`config.mk`:
```
export PLATFORM = sky130hd
export DESIGN_NAME = perf_counter_display
export DESIGN_NICKNAME = d
export VERILOG_FILES = /design/src/rtl/perf_counter_display.sv
export SDC_FILE = /design/constraint.sdc
export NUM_CORES = 1
export LEC_CHECK = 0
export CORE_ASPECT_RATIO = 0.6
export CORE_MARGIN = 3
export CORE_UTILIZATION = 45
export CTS_CLUSTER_SIZE = 12
export DETAILED_ROUTE_END_ITERATION = 8
export GPL_TIMING_DRIVEN = 0
export HOLD_SLACK_MARGIN = 0.15
export PLACE_DENSITY = 0.63
export SLEW_MARGIN = 20
export SYNTH_ARGS = -nofsm -noshare
export SYNTH_HDL_FRONTEND = slang
export SYNTH_SLANG_ARGS = --single-unit
```
`constraint.sdc`:
```
create_clock -name clk -period 4.5 [get_ports clk]
set_input_delay 0.45 -clock clk [delete_from_list [all_inputs] [get_ports clk]]
set_output_delay 0.45 -clock clk [all_outputs]
set_load 0.05 [all_outputs]
```
`src/rtl/perf_counter_display.sv`:
```
// CPU event counters (gated by en & ~halted, frozen after halt) selected onto an 8-digit seven-segment scan.
// value lags counters/sel by 1 clock, an/seg lag value by 1 clock; no backpressure, everything free-runs.
module perf_counter_display #(
  parameter int ScanDiv = 17
) (
  input  logic        clk,
  input  logic        rst_n,
  input  logic        en,
  input  logic        halted,
  input  logic        jumped,
  input  logic        is_branch,
  input  logic        branched,
  input  logic        load_use,
  input  logic        predict,
  input  logic        predict_success,
  input  logic [31:0] display,
  input  logic [2:0]  sel,
  output logic [31:0] value,
  output logic [7:0]  an,
  output logic [7:0]  seg
);

  localparam int ScanW = ScanDiv + 3;

  logic             frozen_q, frozen_d;
  logic             cnt_en;
  logic [31:0]      cyc_q, cyc_d;
  logic [31:0]      ev_q [6];
  logic [31:0]      ev_d [6];
  logic [5:0]       ev_hit;
  logic [ScanW-1:0] scan_q, scan_d;
  logic [2:0]       digit;
  logic [3:0]       nib;
  logic [31:0]      value_q, value_d;
  logic [7:0]       an_q, an_d;
  logic [7:0]       seg_q, seg_d;

  function automatic logic [7:0] glyph(input logic [3:0] h);
    logic [7:0] g;
    g = 8'hFF;
    case (h)
      4'h0: g = 8'hC0;
      4'h1: g = 8'hF9;
      4'h2: g = 8'hA4;
      4'h3: g = 8'hB0;
      4'h4: g = 8'h99;
      4'h5: g = 8'h92;
      4'h6: g = 8'h82;
      4'h7: g = 8'hF8;
      4'h8: g = 8'h80;
      4'h9: g = 8'h90;
      4'hA: g = 8'h88;
      4'hB: g = 8'h83;
      4'hC: g = 8'hC6;
      4'hD: g = 8'hA1;
      4'hE: g = 8'h86;
      4'hF: g = 8'h8E;
    endcase
    return g;
  endfunction

  always_comb begin
    // A halt latches: counting never resumes until reset, even if halted drops again.
    cnt_en   = en & ~halted & ~frozen_q;
    frozen_d = frozen_q | halted;
    ev_hit   = {predict_success, predict, load_use, branched, is_branch, jumped};
    cyc_d    = cyc_q + {31'd0, cnt_en};
    for (int i = 0; i < 6; i++) begin
      ev_d[i] = ev_q[i] + {31'd0, cnt_en & ev_hit[i]};
    end
    scan_d = scan_q + ScanW'(1);
    digit  = scan_q[ScanW-1 -: 3];

    value_d = display;
    case (sel)
      3'd0: value_d = display;
      3'd1: value_d = cyc_q;
      3'd2: value_d = ev_q[0];
      3'd3: value_d = ev_q[1];
      3'd4: value_d = ev_q[2];
      3'd5: value_d = ev_q[3];
      3'd6: value_d = ev_q[4];
      3'd7: value_d = ev_q[5];
    endcase

    nib   = value_q[{digit, 2'b00} +: 4];
    an_d  = ~(8'd1 << digit);
    seg_d = glyph(nib);
  end

  always_ff @(posedge clk or negedge rst_n) begin
    if (!rst_n) begin
      frozen_q <= 1'b0;
      cyc_q    <= '0;
      for (int i = 0; i < 6; i++) begin
        ev_q[i] <= '0;
      end
      scan_q   <= '0;
      value_q  <= '0;
      an_q     <= 8'hFF;
      seg_q    <= 8'hFF;
    end else begin
      frozen_q <= frozen_d;
      cyc_q    <= cyc_d;
      for (int i = 0; i < 6; i++) begin
        ev_q[i] <= ev_d[i];
      end
      scan_q   <= scan_d;
      value_q  <= value_d;
      an_q     <= an_d;
      seg_q    <= seg_d;
    end
  end

  assign value = value_q;
  assign an    = an_q;
  assign seg   = seg_q;

endmodule
```
== Yosys cells after proc, flatten, opt, wreduce, memory -nomap -nowiden ==
Memories as Yosys holds them, arrays and structs flattened. A register that Yosys moved wholly into a read port is not among the register bits.
Cells that the tools add are included.

* Reduce and logical (&&, ||, !) cells: 2
* Muxes and demuxes: 1
* Equality and inequality tests: 7
* Bitwise logic cells: 12
* Add/sub/neg operators: 8
* Shift-type cells: 2

{| class="wikitable"
|+ Operator list
! kind !! count
|-
| 32-bit one-hot mux with 8 select lines || 1
|-
| 32-bit by 1-bit adder with 32-bit output || 7
|-
| 32-bit by 6-bit variable part select with 4-bit output || 1
|-
| 20-bit by 1-bit adder with 20-bit output (second input constant) || 1
|-
| 3-bit == test (second input constant) || 4
|-
| 1-bit AND || 8
|-
| 8-bit NOT || 1
|-
| 1-bit by 3-bit << shifter with 8-bit output (first input constant) || 1
|-
| 3-bit by 2-bit == test with 1-bit output (second input constant) || 2
|-
| 3-bit by 1-bit == test with 1-bit output (second input constant) || 1
|-
| 3-bit zero test || 1
|-
| 1-bit NOT || 2
|-
| 1-bit zero test || 1
|-
| 1-bit OR || 1
|}

* Logic and storage cells: 45
* Memories: 1
* Input port bits: 45
* Bits in registers: 293
* Bits in read-only memories: 112
* Output and inout port bits: 48

{| class="wikitable"
|+ Memories
! memory !! depth !! bits a word !! rd ports !! clocked after memory_dff !! write ports !! line !! text
|-
| (name not given) || 16 || 7 || 1 || 1 || 0 || 41 || <nowiki>case (h)</nowiki>
|}

== Longest topological paths before layout ==
Gate-level depths: netlist of the first run.

* Depth in word-level cells: 5
* Depth in mapped cells: 11

== Worst setup path after synthesis of the first run ==
Ideal clock, no wire load.

* Path type: in2reg
* Start: input port halted
* End: register ev_q[92] (netlist name)
* Path slack: 1.798 ns
* Data required time: 4.377 ns
* Library setup time: 0.123 ns
* Cell stages on the path: 10
* Data arrival time: 2.579 ns
* Cell sequence: or2_2 nor2_1 and2_1 ha_1 ha_1 nand2_1 or4_4 nor4_4 nand3_1 xnor2_1

{| class="wikitable"
|+ RTL lines
! item !! line !! text
|-
| start, declared || 9 || <nowiki>input logic halted,</nowiki>
|-
| end signal, assigned by index || 106 || <nowiki>ev_q[i] <= ev_d[i];</nowiki>
|-
| end, declared || 28 || <nowiki>logic [31:0] ev_q [6];</nowiki>
|}

==> metrics.csv, run 1 <==
stage,metric,value,unit
drt,dr.pass1.iters,6,
drt,drt_iter0_drc,1119,
global_route,overflow,0,
drt,wl_per_cell,23.5,um
die,die_x,236,um
placed_design,gp_routability_congestion,1.00,
sta,clock_skew,0.0145,ns
sta,finalSetupViolations,0,
clock_tree,htree_levels,1,
power,power.total,5.36,mW
sta,finalCriticalPeriod,3.28,ns
worst_setup_path,crit_type,reg2reg,
sta,relSlewSlack,27.6,%
drt,via_count,10700,
sta,tightest_slew,1.08,ns
drt,via_per_inst,5.83,
drt,drc,0,
synthesis,synth_cells,1285,
cells_and_area,diodes,0,
worst_hold_path,hold_path.class,in2async,
clock_tree,clk_path_buf_depth,3,
job,drv_cap,0,
cells_and_area,nFillCells,2692,
global_route,grt_pass1_wl,65.6,mm
global_route,grt_max_degree,92,
clock_tree,cts-root-buf,clkbuf_16,
global_route,antenna_found_initial,0,
synthesis,ys_ff_latch,292,
worst_setup_path,critPathCaptureType,flip-flop,
cells_and_area,nets,1480,
die,coreArea,30700,um2
die,io_pins,93,
worst_setup_path,critPathLaunchType,flip-flop,
worst_setup_path,crit_arrival,3.76,ns
clock_tree,cts_sinks,292,
drt,drtAntennaViolNets,0,
worst_setup_path,path_cells,or2_2 > nor2_1 > and2_1 > ha_1 > ha_1 > nand2_1 > nor3_2 > nand2_1 > nor4_1 > xnor2_1,
synthesis,syn_nets,1354,
clock_tree,ctsHoldBuffers,1,
synthesis,ys_seq_area_share,51.1,%
sta,report.final.slew_viol_count,0,
global_route,grt.total_usage,25.7,%
placed_design,port_buffers,91,
die,die_area,34100,um2
clock_tree,cts_tree,yes,
worst_setup_path,critPathTopFamily,simple AND/OR/NAND/NOR gates,
die,start_util,46.8,%
clock_tree,clk_pin_slew_worst_paths,0.06,ns
synthesis,yosysUniqueCellTypes,60,
cells_and_area,drive_above_1_share,9.42,%
clock_tree,cts_setup_buffers,0,
worst_setup_path,critPathMaxStageDelay,0.57,ns
global_route,first_global_vias,10300,
power,vdd_drop_max,0.264,mV
placed_design,dp.cells,1787,
sta,rsz0062_at_grt,no,
clock_tree,clkLatencyLatePin,0.55,ns
worst_setup_path,crit_fanout,7,
synthesis,syn_avg_cell_area,11.2,um2
worst_setup_path,crit_slowest_cell,nor3_2,
power,powerDensity,321,nW/um2
die,die_y,144,um
clock_tree,cts_resized,0,
worst_setup_path,cp_data_required_time,4.97,ns
sta,finalHoldViolCount,0,
sta,fmax,0.304,GHz
sta,period_share,73.0,%
synthesis,synth_edf_count,0,
placed_design,dp_hpwl,33.2,mm
synthesis,async_flop_share,100,%
synthesis,synth_area,14300,um2
synthesis,synthFlopType,dfrtp_1,
synthesis,synth.yosys.warnings,0,
status,status,"complete, no violations",
worst_setup_path,cp.buffers_inverters,0,
drt,totalWireLength,43.2,mm
die,rows,49,
clock_tree,cts_buffers,29,
power,p_leak,7.51,nW
cells_and_area,layout.cells.non_filler,1841,
cells_and_area,syn_to_final_growth,16.6,%
registers in the layout, summed over array words and instances (netlist names):
register	count
an	8
frozen_q	1
cyc_q	32
ev_q	192
scan_q	20
value	32
seg	7
synthesized netlist by cell type (24+ instances only):
| master | n | area, um2 |
|---|---|---|
| mux4_2 | 35 | 788 |
| ha_1 | 24 | 300 |
| nand2_1 | 147 | 552 |
| o21ai_0 | 34 | 170 |
| dfrtp_1 | 277 | 6930 |
| and3_1 | 41 | 257 |
| xnor2_1 | 153 | 1340 |
| nand3_1 | 99 | 495 |
| xor2_1 | 75 | 657 |
| and4_1 | 24 | 210 |
| nand4_1 | 46 | 288 |
| nor2_1 | 80 | 300 |
worst reg2reg max path: stages (launching register included):
cell     delay, ns
dfrtp_1       0.35
or2_2         0.28
nor2_1        0.37
and2_1        0.25
ha_1          0.20
ha_1          0.21
nand2_1       0.29
nor3_2        0.57
nand2_1       0.19
nor4_1        0.33
xnor2_1       0.17
layer usage:
layer	global-route usage, %	vias up	wire length, um	part of all wire, %
met1	40.9	5354	20600	48
li1	-	4796	-	-
met4	3.91	0	676	1.6
met5	0	-	0	0
met2	34.4	532	16900	39
met3	8.29	44	5090	12
stage by stage:
| stage | cell area (um2) | util (%) | setup TNS, ns | hold slack, ns | setup WS, ns |
|---|---|---|---|---|---|
| finish | 16700 | 54.5 | 0 | 0.389 | 1.22 |
| global route | 16700 | 54.5 | 0 | 0.415 | 0.925 |
| CTS | 16700 | 54.5 | 0 | 0.389 | 1.18 |
| detailed placement | 15900 | 51.7 | 0 | 0.374 | 0.671 |
| global placement | 15800 | 51.4 | -2836.06 | 0.436 | -9.95 |
| floorplan | 14300 | - | 0 | 0.154 | 1.80 |
layout by cell type (no fill, tap or decap), types with 29 or more instances in the layout:
cell type	synthesis	routed
and3_1	41	41
clkbuf_1	22	41
clkbuf_16	0	29
clkdlybuf4s50_1	0	90
dfrtp_1	277	277
mux4_2	35	35
nand2_1	147	147
nand3_1	99	99
nand4_1	46	46
nor2_1	80	80
o21ai_0	34	34
xnor2_1	153	153
xor2_1	75	75
path summary, 6_finish.rpt:
kind	startpoint	end	slack, ns	cells past startpoint
setup / recovery	frozen_q	ev_q[188]	1.22	10
min in group clk	scan_q[0]	scan_q[0]	0.44	1
max in group asynchronous	rst_n	scan_q[5]	2.59	5
hold reg to reg	scan_q[0]	scan_q[0]	0.44	1
setup reg to reg	frozen_q	ev_q[188]	1.22	10
hold / removal	rst_n	ev_q[0]	0.39	2
layout make-up:
type | instances | area [um2] | area share (%)
multi-input combinational | 936 | 6770 | 40.5
clock buffer | 51 | 838 | 5.02
inverter | 16 | 60.1 | 0.359
timing repair buffer | 95 | 1010 | 6.03
sequential | 292 | 7330 | 43.8
buffer | 41 | 185 | 1.11
tap | 408 | 510 | 3.05
clock inverter | 2 | 10.0 | 0.0599
where the power goes:
group	leakage [nW]	switching, mW	internal [mW]	total [mW]
clock network	0.409	1.00	1.25	2.25
registers	3.97	0.0266	2.66	2.69
logic	3.13	0.279	0.140	0.419
cells by family after synthesis:
family	count (synthesis)	share of synthesized area, %
compound gates	109	5.09
xor+xnor	228	13.9
fa+ha+maj	24	2.10
buf+inv	57	1.71
flops	292	51.1
mux	64	7.62
other cells	1	0.0262
simple gates	510	18.4
Power figures use the tool's default switching activity.
==> run 2, diff against run 1 <==
--- a/config.mk
+++ b/config.mk
@@ -12,7 +12,7 @@
 export DETAILED_ROUTE_END_ITERATION = 8
 export GPL_TIMING_DRIVEN = 0
 export HOLD_SLACK_MARGIN = 0.15
-export PLACE_DENSITY = 0.63
+export PLACE_DENSITY = 0.66
 export SLEW_MARGIN = 20
 export SYNTH_ARGS = -nofsm -noshare
 export SYNTH_HDL_FRONTEND = slang
==> constraint.sdc (replaced) <==
create_clock -name clk -period 2.82 [get_ports clk]
set_input_delay 0.282 -clock clk [delete_from_list [all_inputs] [get_ports clk]]
set_output_delay 0.282 -clock clk [all_outputs]
set_load 0.05 [all_outputs]
==> metrics.csv, run 2 (synthesis gave the netlist of run 1 again) <==
stage,metric,value,unit
cells_and_area,final_cell_mix,"dfrtp_1, xnor2_1, nand2_1",
sta,clock_skew,0.0159,ns
placed_design,dp_slack,-0.871,ns
status,status,"complete, no violations",
worst_setup_path,ff2ff_setup_slack,0.10,ns
drt,totalWireLength,44.0,mm
global_route,grt_pass1_wl,65.2,mm
worst_setup_path,crit_fanout,10,
drt,via_per_inst,6.00,
worst_setup_path,crit_slowest_cell,buf_1,
job,drv_cap,0,
cells_and_area,ff_latch_area,7330,um2
power,p_leak,7.63,nW
worst_setup_path,critPathMaxStageDelay,0.78,ns
clock_tree,clkLatencyLatePin,0.58,ns
sta,relSlewSlack,33.1,%
cells_and_area,final_core_util,55.2,%
power,power_frac_comb,7.9,%
power,seqPwrFrac,50.1,%
worst_setup_path,crit_arrival,3.15,ns
clock_tree,cts_buffers,29,
global_route,antenna_found_initial,0,
global_route,grt_max_degree,101,
sta,hold_slack,0.203,ns
power,powerDensity,506,nW/um2
global_route,first_global_vias,10300,
die,coreArea,30700,um2
worst_setup_path,worstReg2RegStart,frozen_q,
die,rows,49,
cells_and_area,largest-register,ev_q,
placed_design,dp.cells,1787,
worst_hold_path,hold_path.class,in2async,
worst_setup_path,critPathLaunchType,primary input,
cells_and_area,diodes,0,
die,die_y,144,um
die,die_area,34100,um2
clock_tree,clk_pin_slew_worst_paths,0.06,ns
cells_and_area,layout.cells.non_filler,1845,
clock_tree,cts_sinks,292,
power,intPower,6.44,mW
power,power.total,8.56,mW
worst_setup_path,path_cells,clkdlybuf4s50_1 > buf_1 > buf_2 > o221ai_1 > a221oi_1 > a21oi_1,
cells_and_area,syn_to_final_growth,18.0,%
sta,finalSetupViolations,0,
sta,period_share,99.8,%
clock_tree,clk_path_buf_depth,3,
power,swShare,24.7,%
cells_and_area,largest_reg_flops,192,
sta,rsz0062_at_grt,yes,
worst_setup_path,reg2reg_to,ev_q[151],
cells_and_area,multi_input_area,6900,um2
sta,fin_ws,0.00491,ns
sta,fmax,0.355,GHz
die,io_pins,93,
die,start_util,46.8,%
sta,finalCriticalPeriod,2.82,ns
cells_and_area,drive_above_1_share,11.2,%
placed_design,port_buffers,91,
placed_design,gp_routability_congestion,0.977,
placed_design,dp_hpwl,33.0,mm
drt,wl_per_cell,23.8,um
drt,drt_iter0_drc,1379,
worst_setup_path,cp_data_required_time,3.16,ns
cells_and_area,nFillCells,2661,
sta,finalHoldViolCount,0,
worst_setup_path,r2r_cells,9,
worst_setup_path,crit_type,in2reg,
drt,via_count,11100,
cells_and_area,nets,1488,
drt,drtAntennaViolNets,0,
drt,drc,0,
worst_setup_path,critPathCaptureType,flip-flop,
die,die_x,236,um
global_route,grt.total_usage,25.5,%
global_route,overflow,0,
clock_tree,cts_tree,yes,
power,vdd_drop_max,0.352,mV
clock_tree,cts-root-buf,clkbuf_16,
drt,dr.pass1.iters,6,
power,p_sw,2.11,mW
cells_and_area,final_common_cell,dfrtp_1,
power,clkPwrFrac,42.0,%
clock_tree,htree_levels,1,
cells_and_area,post-route-cell-area,16900,um2
sta,report.final.slew_viol_count,0,
placed_design,place_area,15900,um2
sta,tightest_slew,0.995,ns
sta,tns,0,ns
## run 2: changes by cell type in the layout (fill, tap and decap cells not counted), sizes merged
cell,change
clkinvlp,+1
clkinv,-2
clkbuf,-4
buf,+9
## run 2: what timing repair did
action	CTS	global route
hold buffers	1	0
gates resized for setup	9	21
pin swaps	4	6
hold endpoints to repair	238	0
setup endpoints to repair	70	50
setup buffers	2	8
## run 2: worst max path at each step
stage	start	to	slack [ns]	cells past startpoint
after floorplan	frozen_q	ev_q[92]	0.25	10
after global placement	rst_n	cyc_q[28]	-11.25	1
after detailed placement	halted	ev_q[95]	-0.87	10
after CTS	frozen_q	ev_q[89]	0.005	9
after global routing	frozen_q	ev_q[92]	-0.02	10
final	sel[1]	value[22]	0.005	6
## run 2: power groups by stage
stage | Combinational, mW | Sequential, mW | Clock (mW)
final | 0.675 | 4.28 | 3.60
after global routing | 0.709 | 4.28 | 3.83
after CTS | 0.667 | 4.28 | 3.65
after detailed placement | 0.662 | 4.36 | 0
after global placement | 0.642 | 4.36 | 0
after floorplan | 0.195 | 4.46 | 0
## run 2: metal layers
metal / global-route usage (%) / wire length (um) / vias up
met2: 33.0 / 17000 / 580
met5: 2.34 / 113 / -
met1: 40.4 / 20700 / 5593
met3: 8.44 / 5170 / 83
li1: - / - / 4812
met4: 5.62 / 1020 / 2
## run 2: layout make-up
cell class | instances | share of cell area (%)
Buffer | 39 | 1.08
Multi-Input combinational cell | 936 | 40.8
Inverter | 16 | 0.355
Clock inverter | 1 | 0.0444
Tap cell | 408 | 3.02
Timing Repair Buffer | 105 | 6.48
Sequential cell | 292 | 43.3
Clock buffer | 48 | 4.89
## run 2: worst max-delay path, delay by kind of cell
family / cells / cell delay (ns)
buffers and inverters: 3 / 2.10
AOI/OAI and AO/OA: 3 / 0.76
